**config.mk**
```make
export PLATFORM = sky130hd
export DESIGN_NAME = gmii_frame_check
export DESIGN_NICKNAME = d
export VERILOG_FILES = /design/src/rtl/gmii_frame_check.sv
export SDC_FILE = /design/constraint.sdc
export NUM_CORES = 1
export LEC_CHECK = 0
export CAP_MARGIN = 20
export CORE_ASPECT_RATIO = 0.75
export CORE_MARGIN = 2
export CORE_UTILIZATION = 40
export CTS_CLUSTER_DIAMETER = 60
export DETAILED_ROUTE_END_ITERATION = 8
export DONT_BUFFER_PORTS = 1
export GPL_ROUTABILITY_DRIVEN = 0
export PLACE_DENSITY = 0.53
export SLEW_MARGIN = 20
export SYNTH_ARGS = -nofsm -noshare
export SYNTH_HDL_FRONTEND = slang
export SYNTH_SLANG_ARGS = --single-unit
```
**constraint.sdc**
```tcl
create_clock -name clk_125m -period 4.1 [get_ports clk_125m]
set_input_delay 0.82 -clock clk_125m [delete_from_list [all_inputs] [get_ports clk_125m]]
set_output_delay 0.82 -clock clk_125m [all_outputs]
set_load 0.005 [all_outputs]
```
**src/rtl/gmii_frame_check.sv**
```systemverilog
// GMII receive-side frame checker: CRC-32 and length checks, framed output stream, per-class counters.
// Optional FCS stripping is enabled by defining GMII_FCS_STRIP_EN (5-byte hold line instead of 1).
module gmii_frame_check #(
    parameter int MIN_LEN = 64,
    parameter int MAX_LEN = 1518
) (
    input  logic        clk_125m,
    input  logic        rst_n,
    input  logic [7:0]  gmii_rxd,
    input  logic        gmii_rx_dv,
    input  logic        gmii_rx_er,
    output logic [7:0]  pkt_data,
    output logic        pkt_valid,
    output logic        pkt_sop,
    output logic        pkt_eop,
    output logic        pkt_err,
    output logic [31:0] cnt_good,
    output logic [31:0] cnt_bad_fcs,
    output logic [31:0] cnt_bad_len
);

`ifdef GMII_FCS_STRIP_EN
    localparam int HOLD = 5;
`else
    localparam int HOLD = 1;
`endif

    localparam logic [15:0] HOLD_L    = 16'(HOLD);
    localparam logic [15:0] MIN_L     = 16'(MIN_LEN);
    localparam logic [15:0] MAX_L     = 16'(MAX_LEN);
    localparam logic [31:0] CRC_POLY  = 32'hEDB88320;
    localparam logic [31:0] CRC_RESID = 32'hDEBB20E3;

    typedef enum logic [1:0] {
        SKIP  = 2'd0,
        IDLE  = 2'd1,
        FRAME = 2'd2
    } state_t;

    // Exposed for checkers bound into the design.
    state_t state;

    logic [8*HOLD-1:0] hold;
    logic [8*HOLD+7:0] shifted;
    logic [7:0]        oldest;
    logic [31:0]       crc;
    logic [15:0]       len;
    logic              rx_er_seen;
    logic              len_bad;
    logic              crc_bad;
    logic              frame_bad;

    function automatic logic [31:0] crc_byte(input logic [31:0] c, input logic [7:0] d);
        logic [31:0] r;
        r = c ^ {24'd0, d};
        for (int k = 0; k < 8; k++) begin
            r = r[0] ? ((r >> 1) ^ CRC_POLY) : (r >> 1);
        end
        return r;
    endfunction

    // Hold line: newest byte enters at the bottom, the byte due for output sits at the top.
    assign shifted   = {hold, gmii_rxd};
    assign oldest    = hold[8*HOLD-1 -: 8];
    assign len_bad   = (len < MIN_L) || (len > MAX_L);
    assign crc_bad   = (crc != CRC_RESID);
    assign frame_bad = len_bad || crc_bad || rx_er_seen;

    always_ff @(posedge clk_125m or negedge rst_n) begin
        if (!rst_n) begin
            state       <= SKIP;
            hold        <= '0;
            crc         <= '1;
            len         <= '0;
            rx_er_seen  <= 1'b0;
            pkt_data    <= '0;
            pkt_valid   <= 1'b0;
            pkt_sop     <= 1'b0;
            pkt_eop     <= 1'b0;
            pkt_err     <= 1'b0;
            cnt_good    <= '0;
            cnt_bad_fcs <= '0;
            cnt_bad_len <= '0;
        end else begin
            pkt_valid <= 1'b0;
            pkt_sop   <= 1'b0;
            pkt_eop   <= 1'b0;
            pkt_err   <= 1'b0;
            case (state)
                SKIP: begin
                    if (!gmii_rx_dv) state <= IDLE;
                end
                IDLE: begin
                    if (gmii_rx_dv) begin
                        hold       <= shifted[8*HOLD-1:0];
                        crc        <= crc_byte(32'hFFFF_FFFF, gmii_rxd);
                        len        <= 16'd1;
                        rx_er_seen <= gmii_rx_er;
                        state      <= FRAME;
                    end
                end
                FRAME: begin
                    if (gmii_rx_dv) begin
                        hold       <= shifted[8*HOLD-1:0];
                        crc        <= crc_byte(crc, gmii_rxd);
                        len        <= (len == 16'hFFFF) ? len : len + 16'd1;
                        rx_er_seen <= rx_er_seen | gmii_rx_er;
                        if (len >= HOLD_L) begin
                            pkt_valid <= 1'b1;
                            pkt_data  <= oldest;
                            pkt_sop   <= (len == HOLD_L);
                        end
                    end else begin
                        // End event: flush the last kept byte and classify the frame.
                        state <= IDLE;
                        if (len >= HOLD_L) begin
                            pkt_valid <= 1'b1;
                            pkt_data  <= oldest;
                            pkt_sop   <= (len == HOLD_L);
                            pkt_eop   <= 1'b1;
                            pkt_err   <= frame_bad;
                        end
                        if (len_bad)
                            cnt_bad_len <= cnt_bad_len + 32'd1;
                        else if (crc_bad || rx_er_seen)
                            cnt_bad_fcs <= cnt_bad_fcs + 32'd1;
                        else
                            cnt_good <= cnt_good + 32'd1;
                    end
                end
                default: state <= SKIP;
            endcase
        end
    end

endmodule

```
# Yosys cells after proc, flatten, opt, wreduce, memory -nomap -nowiden

Index checks and enable logic that the tools add are counted.
W data, S select, Z words.

Bitwise operators: 22
Mux-type cells: 38
$lt $le $gt $ge: 3
Equal/unequal tests: 9
Add/sub/neg operators: 4
Reductions and logical operators: 16

Operator list:

| cell                    | number |
|---|---|
| $mux W32                | 18 |
| $not A13 Y14            | 16 |
| $add A32 B1 Y32 const B | 3 |
| $pmux W32 S2            | 1 |
| $mux W16                | 3 |
| $ne A32 B32 Y1 const B  | 1 |
| $not A8 Y32             | 1 |
| $pmux W16 S2            | 1 |
| $xor A32 B8 Y32         | 1 |
| $add A16 B1 Y16 const B | 1 |
| $eq A16 B1 Y1 const B   | 1 |
| $eq A16 B16 Y1 const B  | 1 |
| $ge A16 B1 Y1 const B   | 1 |
| $gt A16 B11 Y1 const B  | 1 |
| $lt A16 B7 Y1 const B   | 1 |
| $reduce_and A4 Y1       | 3 |
| $mux W1                 | 11 |
| $ne A2 B2 Y1 const B    | 4 |
| $reduce_and A2 Y1       | 3 |
| $reduce_and A3 Y1       | 2 |
| $logic_or A1 B1 Y1      | 4 |
| $mux W2                 | 2 |
| $pmux W2 S2             | 1 |
| $reduce_or A2 Y1        | 2 |
| other kinds (7)         | 9 |

Register bits after elaboration: 167
Bits of input ports: 12
Output and inout bits: 108

# Depth between registers and ports, before layout

Gate-level depths: netlist of the first run.

Word-level depth: 19
Depth in mapped cells: 10

# Worst setup path after synthesis of the first run

No wires, ideal clock.

Path type: input-to-reg
Start: input gmii_rxd[0]
End: register crc[20]
Stages: 7
Slack: 1423 ps
Library setup time: 61 ps
Data arrival time: 2616 ps
Cells stage by stage: buf_2 xor2_4 xor2_1 xnor2_2 xnor3_1 nor2_1 o22a_1

Longest elaborated chain between the ends: 16
Elaborated cells between the ends (all ways): 31
Classes of those cells: 19 x mux; 12 x bitwise

RTL lines:

| what                                                  | line    | text |
|---|---|---|
| from (decl)                                           | 9       | `input logic [7:0] gmii_rxd,` |
| $xor A32 B8 Y32 / $not A8 Y32 (equally long branches) | n/a     |  |
| $mux W32                                              | 57      | `r = r[0] ? ((r >> 1) ^ CRC_POLY) : (r >> 1);` |
| $not A13 Y14 (no line)                                | n/a     |  |
| $mux W32 (2 in series)                                | 57      |  |
| $not A13 Y14 (no line)                                | n/a     |  |
| $mux W32                                              | 57      |  |
| $not A13 Y14 (no line)                                | n/a     |  |
| $mux W32 (2 in series)                                | 57      |  |
| $not A13 Y14 (no line)                                | n/a     |  |
| $mux W32                                              | 57      |  |
| $not A13 Y14 (no line)                                | n/a     |  |
| $mux W32                                              | 57      |  |
| $mux W32, on equally long branches                    | 103, 94 |  |
| $pmux W32 S2 *                                        | 89      | `case (state)` |
| to (signal assigned)                                  | 96      | `crc <= crc_byte(32'hFFFF_FFFF, gmii_rxd);` |
| to (signal assigned)                                  | 105     | `crc <= crc_byte(crc, gmii_rxd);` |
| to (decl)                                             | 46      | `logic [31:0] crc;` |

Every way passes the cells marked *; elsewhere a longest branch is shown, timed or not. The select of a mux whose other input is x is not followed.
A chain may end at the register's enable or synchronous reset.

# Final worst setup path of the first run

Start: register state[0]
End: register cnt_good[27]

Longest elaborated chain between the ends: 2

RTL lines:

| what                        | line | text |
|---|---|---|
| from (decl)                 | 41   | `state_t state;` |
| from (signal assigned)      | 71   | `state <= SKIP;` |
| from (signal assigned)      | 91   | `if (!gmii_rx_dv) state <= IDLE;` |
| from (signal assigned)      | 99   | `state <= FRAME;` |
| $eq A2 B2 Y1                | 89   |  |
| $reduce_and A4 Y1 (no line) | n/a  |  |
| to (signal assigned)        | 128  | `cnt_good <= cnt_good + 32'd1;` |
| to (decl)                   | 17   | `output logic [31:0] cnt_good,` |

Every way passes these cells.

==> impl_metrics.json, run 1 <==
{
  "reg2reg_depth": 8,
  "fmax_mhz": 334,
  "slew_viol_final": 0,
  "cp_max_fo": 8,
  "drc": 0,
  "drv_cap": 0,
  "setup-violations-final": 0,
  "crit_path_start_kind": "register",
  "synth_flop_cell": "dfrtp_1",
  "crit_chain": "inv_1 -> ha_1 -> nor2b_1 -> o311ai_0 -> or2_2 -> or3_1 -> nor3_2 -> xor2_1",
  "path_clk_slew_ns": 0.08,
  "clock-sinks": 167,
  "tns_ns": 0,
  "syn-cell-area_sq_um": 9000,
  "first_pass_iters": 5,
  "tightest_slew_ns": 0.842,
  "critPathBufInv": 1,
  "grt_pass1_wl_mm": 36.1,
  "power.leakage_nw": 4.15,
  "viasPerCell": 5.41,
  "slowest_delay_ns": 0.58,
  "drive_above_1_share": 0.130,
  "cp.arrival_ns": 3.36,
  "slew_headroom": 0.433,
  "grt_usage": 0.195,
  "regArea_sq_um": 4220,
  "path_class": "reg2reg",
  "fin_crit_sh": 0.731,
  "outcome": "complete, no violations",
  "wl_per_cell_um": 19.1,
  "multi_input_area_sq_um": 4540,
  "end_kind": "register",
  "htree_num_levels": 4,
  "hp-class": "in2async",
  "ir_drop_uv": 320,
  "pre_cts_ws_ns": 0.994,
  "power_mw": 6.47,
  "start_util": 0.408,
  "antennaDiodeCount": 0,
  "nNetsFinal": 878,
  "min_period_ns": 3.00,
  "synth_warnings": 0,
  "ios": 120,
  "synth_seq_cells": 167,
  "final_util": 0.449,
  "clockBufferDepth": 2,
  "die_area_sq_um": 23700,
  "core_sq_um": 22100,
  "post-cts-setup-buffers": 0,
  "port_buffers": 0,
  "grt_max_degree": 168,
  "fillCellCount": 2113,
  "die_w_um": 177,
  "crit_slowest_cell": "nor2b_1",
  "crit_required_ns": 4.46,
  "cts_buffers": 17,
  "synthDistinctLibCells": 64,
  "avgSynthCellArea_sq_um": 10.4,
  "place.detailed.hpwl_mm": 15.6,
  "async_flop_share": 1.00,
  "postSynthCellCount": 863,
  "row_count": 47,
  "syn-num-nets": 885,
  "area_delta_synth_final_pct": 10.1,
  "cts_hold_repair.buffers": 0,
  "reg2reg_to": "cnt_good[27]$_DFFE_PN0P_",
  "ant_nets": 0,
  "cts_root_buf": "clkbuf_16",
  "clk_latency_ns": 0.43,
  "gr-total-overflow": 0,
  "worstReg2RegStart": "state[0]$_DFFE_PN0P_",
  "grt_pass1_vias": 6276,
  "rsz0062_at_grt": "no",
  "final_common_cell": "xnor2_1",
  "dr.first_iter.drc_count": 493,
  "skew_ns": 0.0143,
  "reg2reg_slack_ns": 1.10,
  "power_density_nw_per_um2": 653,
  "cts_tree": "built",
  "synth-edff-count": 0,
  "antenna_found_initial": 0,
  "hold_violations": 0,
  "synth_seq_area_share": 0.469,
  "vias": 6289,
  "worst_slack_ns": 1.10,
  "cpLargestDelayFamily": "simple AND/OR/NAND/NOR gates",
  "routed_wl_mm": 22.2,
  "most-common-layout-cells": "137 x xnor2_1, 135 x dfrtp_1, 75 x xor2_1",
  "die_h_um": 134,
  "cts_resized": 0
}
-- registers in the layout (all words and copies together) (netlist names) --
register	count
pkt_valid	1
pkt_err	1
rx_er_seen	1
cnt_bad_len	32
pkt_eop	1
pkt_data	8
pkt_sop	1
state	2
crc	32
hold	8
len	16
cnt_good	32
cnt_bad_fcs	32
-- worst max path at each step --
stage,start,endpoint,depth (start not counted)
after floorplan,gmii_rxd[0],crc[20]$_DFFE_PN1P_,7
after global placement,gmii_rx_dv,cnt_good[27]$_DFFE_PN0P_,6
after detailed placement,gmii_rx_dv,cnt_good[27]$_DFFE_PN0P_,6
after CTS,len[11]$_DFFE_PN0P_,cnt_bad_len[19]$_DFFE_PN0P_,6
after global routing,state[0]$_DFFE_PN0P_,cnt_good[31]$_DFFE_PN0P_,8
final,state[0]$_DFFE_PN0P_,cnt_good[27]$_DFFE_PN0P_,8
-- where the power goes --
group	internal [mW]	switching (mW)	total, mW
logic	1.15	1.22	2.37
registers	2.05	0.336	2.39
clock network	0.979	0.732	1.71
-- cell type report --
| class | count | area share |
|---|---|---|
| clock buffer | 18 | 0.0433 |
| clock inverter | 14 | 0.0187 |
| inverter | 23 | 0.00871 |
| multi-input combinational | 636 | 0.458 |
| sequential | 167 | 0.426 |
| tap | 294 | 0.0371 |
| timing repair buffer | 11 | 0.00834 |
-- logic make-up (layout without fill, tap and decap cells) --
| group | after synthesis | count (layout) | share of synthesized area |
|---|---|---|---|
| and+or+nand+nor | 302 | 302 | 0.183 |
| DFF | 167 | 167 | 0.469 |
| buffers and inverters | 60 | 66 | 0.0274 |
| xor gates and xnor gates | 217 | 217 | 0.219 |
| muxes | 19 | 19 | 0.0238 |
| adders and majority gates | 10 | 10 | 0.0139 |
| AOI/OAI and AO/OA | 88 | 88 | 0.0645 |
-- cell usage after synthesis, types with 3 or more instances --
| cell | instances | share of area |
|---|---|---|
| xnor2_1 | 137 | 0.13 |
| dfrtp_1 | 135 | 0.38 |
| xor2_1 | 75 | 0.073 |
| nand2_1 | 59 | 0.025 |
| nor2_1 | 59 | 0.025 |
| nand3_1 | 46 | 0.026 |
| nand4_1 | 35 | 0.024 |
| dfstp_2 | 32 | 0.093 |
| nor3_1 | 29 | 0.016 |
| clkbuf_1 | 23 | 0.0096 |
| inv_1 | 23 | 0.0096 |
| o21ai_0 | 23 | 0.013 |
| mux2_2 | 19 | 0.024 |
| a21oi_1 | 18 | 0.010 |
| and4_1 | 11 | 0.011 |
| buf_2 | 11 | 0.0061 |
| nor4_1 | 11 | 0.0076 |
| and3_1 | 10 | 0.0070 |
| ha_1 | 10 | 0.014 |
| o22ai_1 | 9 | 0.0063 |
| a22oi_1 | 8 | 0.0067 |
| nor3_2 | 8 | 0.0089 |
| or3_1 | 5 | 0.0035 |
| and2_1 | 4 | 0.0028 |
| nand2b_1 | 4 | 0.0028 |
| nand4bb_1 | 3 | 0.0038 |
| o2111ai_1 | 3 | 0.0029 |
| or4_1 | 3 | 0.0025 |
-- metrics by stage --
| step | hold WS (ns) | cells | instance area [sq um] |
|---|---|---|---|
| global route | 0.0504 | 1163 | 9910 |
| CTS | 0.0552 | 1163 | 9910 |
| detailed placement | 0.487 | 1131 | 9290 |
| floorplan | 0.459 | 863 | 9000 |
| finish | 0.0773 | 1163 | 9910 |
| global placement | 0.487 | 1131 | 9290 |
-- per-layer routing --
layer  part of all wire  global-route usage  vias to the layer above
li1                   -                   -                     2979
met1               0.52               0.306                     3122
met2               0.40               0.256                      174
met3              0.074              0.0550                       14
met4             0.0075              0.0500                        0
met5                  0                   0                        -
No activity file was read; power rests on OpenSTA's default activity.
==> run 2, diff against run 1 <==
PLACE_DENSITY = 0.55   (was 0.53)
clock period = 2.6 ns   (was 4.1 ns; I/O delays follow)
==> run 2 against run 1 <==
Net effect:
- the run now ends with negative hold slack left
- combinational power is 76% higher
- routed wire length is 2.4% higher
- global-route usage is 0.29 points higher
- via count is 4.1% higher
- worst hold slack worse by 0.29 ns
- maximum frequency is 20% higher
- largest cell class unchanged
- highest routed layer unchanged
==> impl_metrics.json, run 2 (synthesis results as in run 1) <==
{
  "outcome": "complete, but fails checks",
  "violations": "negative hold slack",
  "wl_per_cell_um": 18.6,
  "ant_nets": 0,
  "routed_wl_mm": 22.7,
  "viasPerCell": 5.37,
  "hold_ws_ns": -0.214,
  "ir_drop_uv": 675,
  "slew_viol_final": 0,
  "clk_latency_ns": 0.43,
  "min_period_ns": 2.50,
  "gr-total-overflow": 0,
  "antenna_found_initial": 0,
  "crit_required_ns": 2.95,
  "critPathBufInv": 1,
  "die_w_um": 177,
  "place.detailed.hpwl_mm": 16.3,
  "fmax_mhz": 400,
  "row_count": 47,
  "cp_max_fo": 7,
  "fin_crit_sh": 0.961,
  "power_density_nw_per_um2": 1000,
  "port_buffers": 0,
  "tightest_slew_ns": 0.701,
  "setup-violations-final": 0,
  "post_dp_cell_area_sq_um": 9730,
  "cts_tree": "built",
  "hold_violations": 135,
  "ios": 120,
  "drive_above_1_share": 0.194,
  "tns_ns": 0,
  "drc": 0,
  "vias": 6548,
  "clockBufferDepth": 2,
  "hp-class": "in2async",
  "cts_root_buf": "clkbuf_16",
  "first_pass_iters": 5,
  "cpLargestDelayFamily": "simple AND/OR/NAND/NOR gates",
  "start_util": 0.408,
  "dr.first_iter.drc_count": 631,
  "grt_max_degree": 168,
  "slew_headroom": 0.531,
  "drv_cap": 0,
  "grt_usage": 0.197,
  "most-common-layout-cells": "137 x xnor2_1, 135 x dfrtp_1, 75 x xor2_1",
  "slowest_delay_ns": 0.61,
  "cts_buffers": 17,
  "die_area_sq_um": 23700,
  "crit_path_start_kind": "register",
  "rsz0062_at_grt": "yes",
  "die_h_um": 134,
  "path_clk_slew_ns": 0.07,
  "power.leakage_nw": 4.53,
  "worst_slack_ns": 0.100,
  "core_sq_um": 22100,
  "htree_num_levels": 4,
  "grt_pass1_vias": 6237,
  "path_class": "reg2reg",
  "nNetsFinal": 935,
  "final_cell_area_sq_um": 10400,
  "end_kind": "register",
  "final_common_cell": "xnor2_1",
  "antennaDiodeCount": 0,
  "area_delta_synth_final_pct": 16.1,
  "crit_slowest_cell": "or4b_4",
  "cp.arrival_ns": 2.85,
  "pre_cts_ws_ns": -0.00442,
  "grt_pass1_wl_mm": 36.2,
  "crit_chain": "nand4bb_1 -> or2_1 -> o41a_1 -> buf_4 -> or4b_4 -> nor3_4 -> xor2_1",
  "skew_ns": 0.0121,
  "clock-sinks": 167
}
run 2: cell type report:
type                    instances  area [sq um]
fillers                      2079         11600
clock buffers                  20           457
flip-flops and latches        167          4220
inverters                      23          86.3
repair buffers                 68           552
well taps                     294           368
clock inverters                12           141
multi-input cells             636          4620
run 2: path summary, 6_finish.rpt:
| path | startpoint | endpoint | slack [ns] | cells past startpoint |
|---|---|---|---|---|
| min reg2reg | crc[31]$_DFFE_PN1P_ | crc[31]$_DFFE_PN1P_ | 0.49 | 2 |
| max | len[9]$_DFFE_PN0P_ | cnt_good[17]$_DFFE_PN0P_ | 0.10 | 7 |
| min | rst_n | cnt_bad_len[28]$_DFFE_PN0P_ | -0.21 | 0 |
| max reg2reg | len[9]$_DFFE_PN0P_ | cnt_good[17]$_DFFE_PN0P_ | 0.10 | 7 |
| min in group clk_125m | gmii_rx_dv | pkt_eop$_DFF_PN0_ | 0.19 | 1 |
| max in group asynchronous | rst_n | crc[17]$_DFFE_PN1P_ | 2.49 | 0 |
run 2: metal layers:
metal | routed length [um] | track usage | up-vias
met1 | 11500 | 0.315 | 3220
li1 | - | - | 3106
met4 | 157 | 0.0427 | 0
met2 | 9130 | 0.255 | 208
met3 | 1970 | 0.0612 | 14
met5 | 0 | 0 | -
run 2: stage by stage:
stage,cells,hold WS (ns),utilization,power (mW)
3_3_place_gp,1184,0.231,0.441,7.84
6_report,1220,-0.214,0.474,10.5
4_1_cts,1216,-0.241,0.469,10.5
5_1_grt,1220,-0.238,0.474,11.1
3_5_place_dp,1184,0.230,0.441,7.83
2_1_floorplan,863,0.224,-,6.67
run 2: worst reg2reg max path: cells and delay by family (launching register included):
| family | cells | cell delay (ns) |
|---|---|---|
| and+or+nand+nor | 4 | 1.23 |
| AOI/OAI and AO/OA | 1 | 0.45 |
| xor gates and xnor gates | 1 | 0.15 |
| buffers and inverters | 1 | 0.21 |
| DFF | 1 | 0.38 |
run 2: repair_timing:
item | in CTS | in global routing
endpoints found under the hold margin | 167 | 148
pin swaps | 0 | 10
buffers inserted | 0 | 4
endpoints found under the setup margin | 6 | 36
resized for setup | 2 | 15
run 2: report_power, final:
part	leakage [nW]	internal (mW)	switching (mW)	total, mW
registers	2.13	3.24	0.489	3.73
logic	2.10	2.08	2.09	4.17
clock network	0.293	1.48	1.11	2.59
